$ cat config.mk
export PLATFORM = sky130hd
export DESIGN_NAME = serial_alu
export DESIGN_NICKNAME = d
export VERILOG_FILES = /design/src/rtl/rv_constants.sv /design/src/rtl/serial_alu_shifter.sv /design/src/rtl/serial_alu.sv
export SDC_FILE = /design/constraint.sdc
export NUM_CORES = 1
export LEC_CHECK = 0
export CORE_UTILIZATION = 25
export DETAILED_ROUTE_END_ITERATION = 10
export PLACE_DENSITY = 0.42
export RECOVER_POWER = 50
export SYNTH_ARGS = -nofsm -noshare
export SYNTH_HDL_FRONTEND = slang
export SYNTH_SLANG_ARGS = --single-unit
$ cat constraint.sdc
create_clock -name clock -period 3.5 [get_ports clock]
set_clock_uncertainty 0.15 [all_clocks]
set_input_delay 0.7 -clock clock [delete_from_list [all_inputs] [get_ports clock]]
set_output_delay 0.7 -clock clock [all_outputs]
set_load 0.01 [all_outputs]
$ cat src/rtl/rv_constants.sv
// Shared rvsimple constants: ALU function codes plus the serial_alu state and shift-mode types.
package rv_constants;

  localparam int ALU_FUNCTION_WIDTH = 5;

  localparam logic [ALU_FUNCTION_WIDTH-1:0] ALU_ADD  = 5'h00;
  localparam logic [ALU_FUNCTION_WIDTH-1:0] ALU_SUB  = 5'h01;
  localparam logic [ALU_FUNCTION_WIDTH-1:0] ALU_SLL  = 5'h02;
  localparam logic [ALU_FUNCTION_WIDTH-1:0] ALU_SLT  = 5'h03;
  localparam logic [ALU_FUNCTION_WIDTH-1:0] ALU_SLTU = 5'h04;
  localparam logic [ALU_FUNCTION_WIDTH-1:0] ALU_XOR  = 5'h05;
  localparam logic [ALU_FUNCTION_WIDTH-1:0] ALU_SRL  = 5'h06;
  localparam logic [ALU_FUNCTION_WIDTH-1:0] ALU_SRA  = 5'h07;
  localparam logic [ALU_FUNCTION_WIDTH-1:0] ALU_OR   = 5'h08;
  localparam logic [ALU_FUNCTION_WIDTH-1:0] ALU_AND  = 5'h09;
  localparam logic [ALU_FUNCTION_WIDTH-1:0] ALU_SEQ  = 5'h0A;

  typedef enum logic [1:0] {
    SERIAL_ALU_IDLE,
    SERIAL_ALU_SHIFT,
    SERIAL_ALU_DONE
  } serial_alu_state_e;

  typedef enum logic [1:0] {
    SHIFT_LEFT_LOGIC,
    SHIFT_RIGHT_LOGIC,
    SHIFT_RIGHT_ARITH
  } shift_mode_e;

  function automatic logic is_shift(input logic [ALU_FUNCTION_WIDTH-1:0] fn);
    return (fn == ALU_SLL) || (fn == ALU_SRL) || (fn == ALU_SRA);
  endfunction

endpackage

$ cat src/rtl/serial_alu_shifter.sv
// Result register for serial_alu: a one-bit-per-step shift register with down-counter, or a
// barrel shifter applied at load time when SERIAL_ALU_FAST_SHIFT_EN is defined.
module serial_alu_shifter
  import rv_constants::*;
#(
  parameter int WIDTH   = 32,
  parameter int SHAMT_W = $clog2(WIDTH)
) (
  input  logic               clock,
  input  logic               reset,
  input  logic               load,
  input  logic [WIDTH-1:0]   load_value,
  input  logic [SHAMT_W-1:0] load_shamt,
  input  shift_mode_e        load_mode,
  input  logic               step,
  output logic [WIDTH-1:0]   value,
  output logic               last
);

  logic [WIDTH-1:0] value_q;

  assign value = value_q;

`ifdef SERIAL_ALU_FAST_SHIFT_EN

  logic [WIDTH-1:0] barrel;
  logic             unused_step;

  assign unused_step = step;
  assign last        = 1'b0;

  // NOTE: every signal driven in always_comb gets a default first so no latch is inferred.
  always_comb begin
    barrel = load_value;
    case (load_mode)
      SHIFT_LEFT_LOGIC:  barrel = load_value << load_shamt;
      SHIFT_RIGHT_LOGIC: barrel = load_value >> load_shamt;
      SHIFT_RIGHT_ARITH: barrel = $signed(load_value) >>> load_shamt;
      default:           barrel = load_value;
    endcase
  end

  always_ff @(posedge clock) begin
    if (reset) begin
      value_q <= '0;
    end else if (load) begin
      value_q <= barrel;
    end
  end

`else

  logic [SHAMT_W-1:0] count_q;
  shift_mode_e        mode_q;

  function automatic logic [WIDTH-1:0] shift_one(input logic [WIDTH-1:0] v, input shift_mode_e m);
    case (m)
      SHIFT_LEFT_LOGIC:  return {v[WIDTH-2:0], 1'b0};
      SHIFT_RIGHT_LOGIC: return {1'b0, v[WIDTH-1:1]};
      default:           return {v[WIDTH-1], v[WIDTH-1:1]};
    endcase
  endfunction

  // The owning FSM leaves SHIFT on the step that takes the counter from 1 to 0.
  assign last = (count_q == SHAMT_W'(1));

  // NOTE: sequential state uses non-blocking assignments only; reset here is synchronous.
  always_ff @(posedge clock) begin
    if (reset) begin
      value_q <= '0;
      count_q <= '0;
      mode_q  <= SHIFT_LEFT_LOGIC;
    end else if (load) begin
      value_q <= load_value;
      count_q <= load_shamt;
      mode_q  <= load_mode;
    end else if (step && (count_q != '0)) begin
      value_q <= shift_one(value_q, mode_q);
      count_q <= count_q - SHAMT_W'(1);
    end
  end

`endif

endmodule

$ cat src/rtl/serial_alu.sv
// Multicycle ALU with request/response handshakes; shifts run serially unless
// SERIAL_ALU_FAST_SHIFT_EN is defined, in which case every op has latency 1.
module serial_alu
  import rv_constants::*;
#(
  parameter int WIDTH = 32
) (
  input  logic                          clock,
  input  logic                          reset,
  input  logic                          req_valid,
  output logic                          req_ready,
  input  logic [ALU_FUNCTION_WIDTH-1:0] alu_function,
  input  logic [WIDTH-1:0]              operand_a,
  input  logic [WIDTH-1:0]              operand_b,
  output logic                          resp_valid,
  input  logic                          resp_ready,
  output logic [WIDTH-1:0]              result,
  output logic                          result_zero
);

  localparam int SHAMT_W = $clog2(WIDTH);

  serial_alu_state_e  state_q, state_d;
  logic               load, step, shift_last, op_is_shift;
  logic [SHAMT_W-1:0] shamt, load_shamt;
  logic [WIDTH-1:0]   alu_value;
  shift_mode_e        load_mode;

  assign shamt       = operand_b[SHAMT_W-1:0];
  assign op_is_shift = is_shift(alu_function);
  assign load_shamt  = op_is_shift ? shamt : '0;

  // Shift ops load operand_a and let the shifter do the rest; unknown codes resolve to 0.
  always_comb begin
    alu_value = '0;
    load_mode = SHIFT_LEFT_LOGIC;
    case (alu_function)
      ALU_ADD:  alu_value = operand_a + operand_b;
      ALU_SUB:  alu_value = operand_a - operand_b;
      ALU_SEQ:  alu_value = {{(WIDTH-1){1'b0}}, operand_a == operand_b};
      ALU_SLT:  alu_value = {{(WIDTH-1){1'b0}}, $signed(operand_a) < $signed(operand_b)};
      ALU_SLTU: alu_value = {{(WIDTH-1){1'b0}}, operand_a < operand_b};
      ALU_XOR:  alu_value = operand_a ^ operand_b;
      ALU_OR:   alu_value = operand_a | operand_b;
      ALU_AND:  alu_value = operand_a & operand_b;
      ALU_SLL:  alu_value = operand_a;
      ALU_SRL: begin
        alu_value = operand_a;
        load_mode = SHIFT_RIGHT_LOGIC;
      end
      ALU_SRA: begin
        alu_value = operand_a;
        load_mode = SHIFT_RIGHT_ARITH;
      end
      default:  alu_value = '0;
    endcase
  end

  always_comb begin
    state_d    = state_q;
    load       = 1'b0;
    step       = 1'b0;
    req_ready  = 1'b0;
    resp_valid = 1'b0;
    case (state_q)
      SERIAL_ALU_IDLE: begin
        req_ready = 1'b1;
        if (req_valid) begin
          load = 1'b1;
`ifdef SERIAL_ALU_FAST_SHIFT_EN
          state_d = SERIAL_ALU_DONE;
`else
          state_d = (op_is_shift && (shamt != '0)) ? SERIAL_ALU_SHIFT : SERIAL_ALU_DONE;
`endif
        end
      end
      SERIAL_ALU_SHIFT: begin
        step = 1'b1;
        if (shift_last) state_d = SERIAL_ALU_DONE;
      end
      SERIAL_ALU_DONE: begin
        resp_valid = 1'b1;
        if (resp_ready) state_d = SERIAL_ALU_IDLE;
      end
      default: state_d = SERIAL_ALU_IDLE;
    endcase
  end

  always_ff @(posedge clock) begin
    if (reset) state_q <= SERIAL_ALU_IDLE;
    else       state_q <= state_d;
  end

  serial_alu_shifter #(
    .WIDTH   (WIDTH),
    .SHAMT_W (SHAMT_W)
  ) u_shifter (
    .clock      (clock),
    .reset      (reset),
    .load       (load),
    .load_value (alu_value),
    .load_shamt (load_shamt),
    .load_mode  (load_mode),
    .step       (step),
    .value      (result),
    .last       (shift_last)
  );

  assign result_zero = (result == '0);

endmodule

==> qor.csv <==
metric,value,unit
DP Wirelength,29500,um
post-layout util,39.5,%
Fin. Hold Viols,0,
vias in the first global route,9547,
Crit path top cell by count,buf_4,
CP Launch Type,input port,
initial antenna violation count,0,
ANT nets after route,0,
Initial Util,25.5,%
drt wl/cell,19.4,um
post-synthesis register bit count,41,
clk root buf,clkbuf_16,
Netlist cell types,75,
"Avg Cell Area, Syn",6.68,um2
"Reg clk slew, reported paths",0.07,ns
row count,64,
Worst Tran Pin Value,0.641,ns
# Max-Cap Violations,0,
Die Y,179,um
layout cells sized above 1,30.1,%
Rel. slew slack,56.8,%
CTS max path bufs,2,
max incr delay on CP,0.34,ns
CP endpoint kind,flop,
"Slew Viols, Final",0,
worst-path cell chain,dlygate4sd2_1 -> buf_4 -> ha_1 -> or2b_1 -> o211ai_1 -> buf_4 -> a31oi_2 -> a21oi_2 -> buf_4 -> buf_4 -> nand2_1 -> a211oi_1 -> nor3_1 -> nand3b_1 -> a21oi_1,
"Seq/Total Area, Yosys",10.5,%
post-synthesis net count,1343,
drt initial violations,925,
global route overflow,0,
Worst Path Buf+Inv,5,
Arrival @ worst endpoint,3.49,ns
GPL Wtd Cong,0.902,
IO buf count,107,
WP data required,3.58,ns
Vias/cell,5.25,
Ports,108,
WL final,36900,um
Num Clock Sinks,41,
Diodes inserted,0,
Hold Worst Slack,0.370,ns
Max Fclk,294,MHz
DRC violations left,0,
critical path class,input port to flop,
minimum clock period,3.41,ns
Cells after Synth,1169,
total global-route track usage,22.9,%
global-route wire length before repair,56200,um
P&R area growth vs syn,54.9,%
worst skew pair latency,0.29,ns
slowest CP cell,a211oi_1,
total number of yosys warnings,0,
Final Setup Violations,0,
period utilization,97.3,%
width of the die,179,um
Cell Pwr Density,232,nW/um2
status,"finished, final reports clean",
"EDFF count, synth",0,
mapped cell area,7810,um2
Post-synth top flop,dfxtp_1,
"CP delay by family, top",compound AO/OA/AOI/OAI gates,
RSZ-0062 raised after global routing,yes,
asr flop ratio synth,0,%
static leakage,5.40,nW
pin count of the biggest net entering global routing,60,
crit path max fanout,4,
hold crit path type,flop to flop,
CTS tree,built,
DR pass1 iterations,5,
"Net count, final",1682,
CORE AREA,30700,um2
fill cell count,3290,
total vias in the final route,9999,
H-tree depth,2,
Die ar.,32000,um2
CTS buffer count,5,
VDD IR-drop max,0.183,mV
per-stage QoR:
| step | TNS [ns] | power, mW | instance area (um2) | worst slack, ns | std cells |
|---|---|---|---|---|---|
| 2_1_floorplan | 0 | 1.33 | 7810 | 0.216 | 1169 |
| 3_3_place_gp | -12.60 | 2.09 | 11100 | -0.675 | 1884 |
| 3_5_place_dp | -13.76 | 2.08 | 11100 | -0.784 | 1884 |
| 4_1_cts | 0 | 2.72 | 11600 | 0.00153 | 1898 |
| 5_1_grt | -0.0246 | 2.98 | 12100 | -0.0136 | 1905 |
| 6_report | 0 | 2.81 | 12100 | 0.0930 | 1905 |
repair_timing:
action / in CTS / in global routing
hold buffers: 0 / 0
endpoints found under the setup margin: 25 / 22
pin swaps: 28 / 43
setup buffers: 6 / 8
resized for setup: 77 / 116
cells by family after synthesis:
group / synth area share (%)
AND/OR/NAND/NOR: 24.8
AO/OA/AOI/OAI: 34.9
buffers and inverters: 10.8
adder cells (fa/ha/maj): 16.4
flip-flops: 10.5
XOR/XNOR: 1.57
multiplexers: 1.03
synthesized netlist by cell type, types with 6 or more instances:
cell type	number	area share [%]
nand4_1	9	0.72
a221oi_1	8	0.90
a222oi_1	9	1.2
o31a_1	6	0.67
or3_1	8	0.64
xnor2_1	10	1.1
dfxtp_1	41	11
o31ai_1	9	0.87
nand2b_1	6	0.48
clkbuf_1	43	2.1
buf_1	7	0.34
o21ai_0	84	5.4
nand3_1	26	1.7
nor4_1	24	1.9
a21o_1	17	1.6
a22oi_1	17	1.6
nor2b_1	15	1.2
nor3_1	33	2.1
a21oi_1	107	6.9
mux2i_1	8	1.0
o21bai_1	10	0.96
a31oi_1	41	3.3
ha_1	99	16
inv_1	101	4.9
nand2_1	146	7.0
clkbuf_8	14	2.5
o211ai_1	14	1.3
buf_6	6	0.87
o21a_1	8	0.77
nor2_1	118	5.7
or2_2	6	0.48
a211oi_1	22	2.1
layout by cell type (no fill, tap or decap), types with 31 or more instances in the layout:
cell             instances
buf_4                  288
nand2_1                143
nor2_1                 112
a21oi_1                 92
inv_1                   78
o21ai_0                 73
ha_1                    72
clkdlybuf4s50_1         42
dfxtp_1                 41
a31oi_1                 35
dlygate4sd3_1           33
nor3_1                  31
power breakdown:
part,internal [mW],switching [mW]
registers,0.501,0.0576
clock network,0.357,0.214
logic,0.786,0.891
total,1.64,1.16
final timing paths:
path,start,endpoint,slack [ns],cells past startpoint
setup / recovery,operand_a[2],u_shifter.value[21],0.09,15
hold / removal,state_q[1],state_q[0],0.37,1
setup reg to reg,u_shifter.count_q[0],u_shifter.value[10],1.07,9
hold reg to reg,state_q[1],state_q[0],0.37,1
registers in the layout, indices dropped and copies added (netlist names):
| signal | count |
|---|---|
| u_shifter.mode_q | 2 |
| state_q | 2 |
| u_shifter.count_q | 5 |
| u_shifter.value | 32 |
area by class of cell:
class | instances | area, um2 | share of cell area (%)
clock buffer | 7 | 143 | 1.18
tap | 396 | 495 | 4.10
timing repair buffer | 404 | 3370 | 27.9
sequential | 41 | 821 | 6.78
multi-input combinational | 954 | 6860 | 56.7
clock inverter | 1 | 30.0 | 0.248
inverter | 102 | 383 | 3.16
layer usage:
metal	track usage (%)	vias up	part of all wire, %	routed length (um)
li1	-	4896	-	-
met1	34.6	4708	50	18400
met2	34.8	352	42	15700
met3	1.84	43	6.0	2220
met4	5.05	0	1.9	695
met5	0	-	0	0
worst reg2reg max path: cells and delay by family, from the launching register on:
kind / cells / cell delay (ns)
buffers and inverters: 3 / 0.63
AO/OA/AOI/OAI: 2 / 0.51
AND/OR/NAND/NOR: 3 / 0.43
flip-flops: 1 / 0.39
adder cells (fa/ha/maj): 1 / 0.19
No activity file was read; power rests on OpenSTA's default activity.
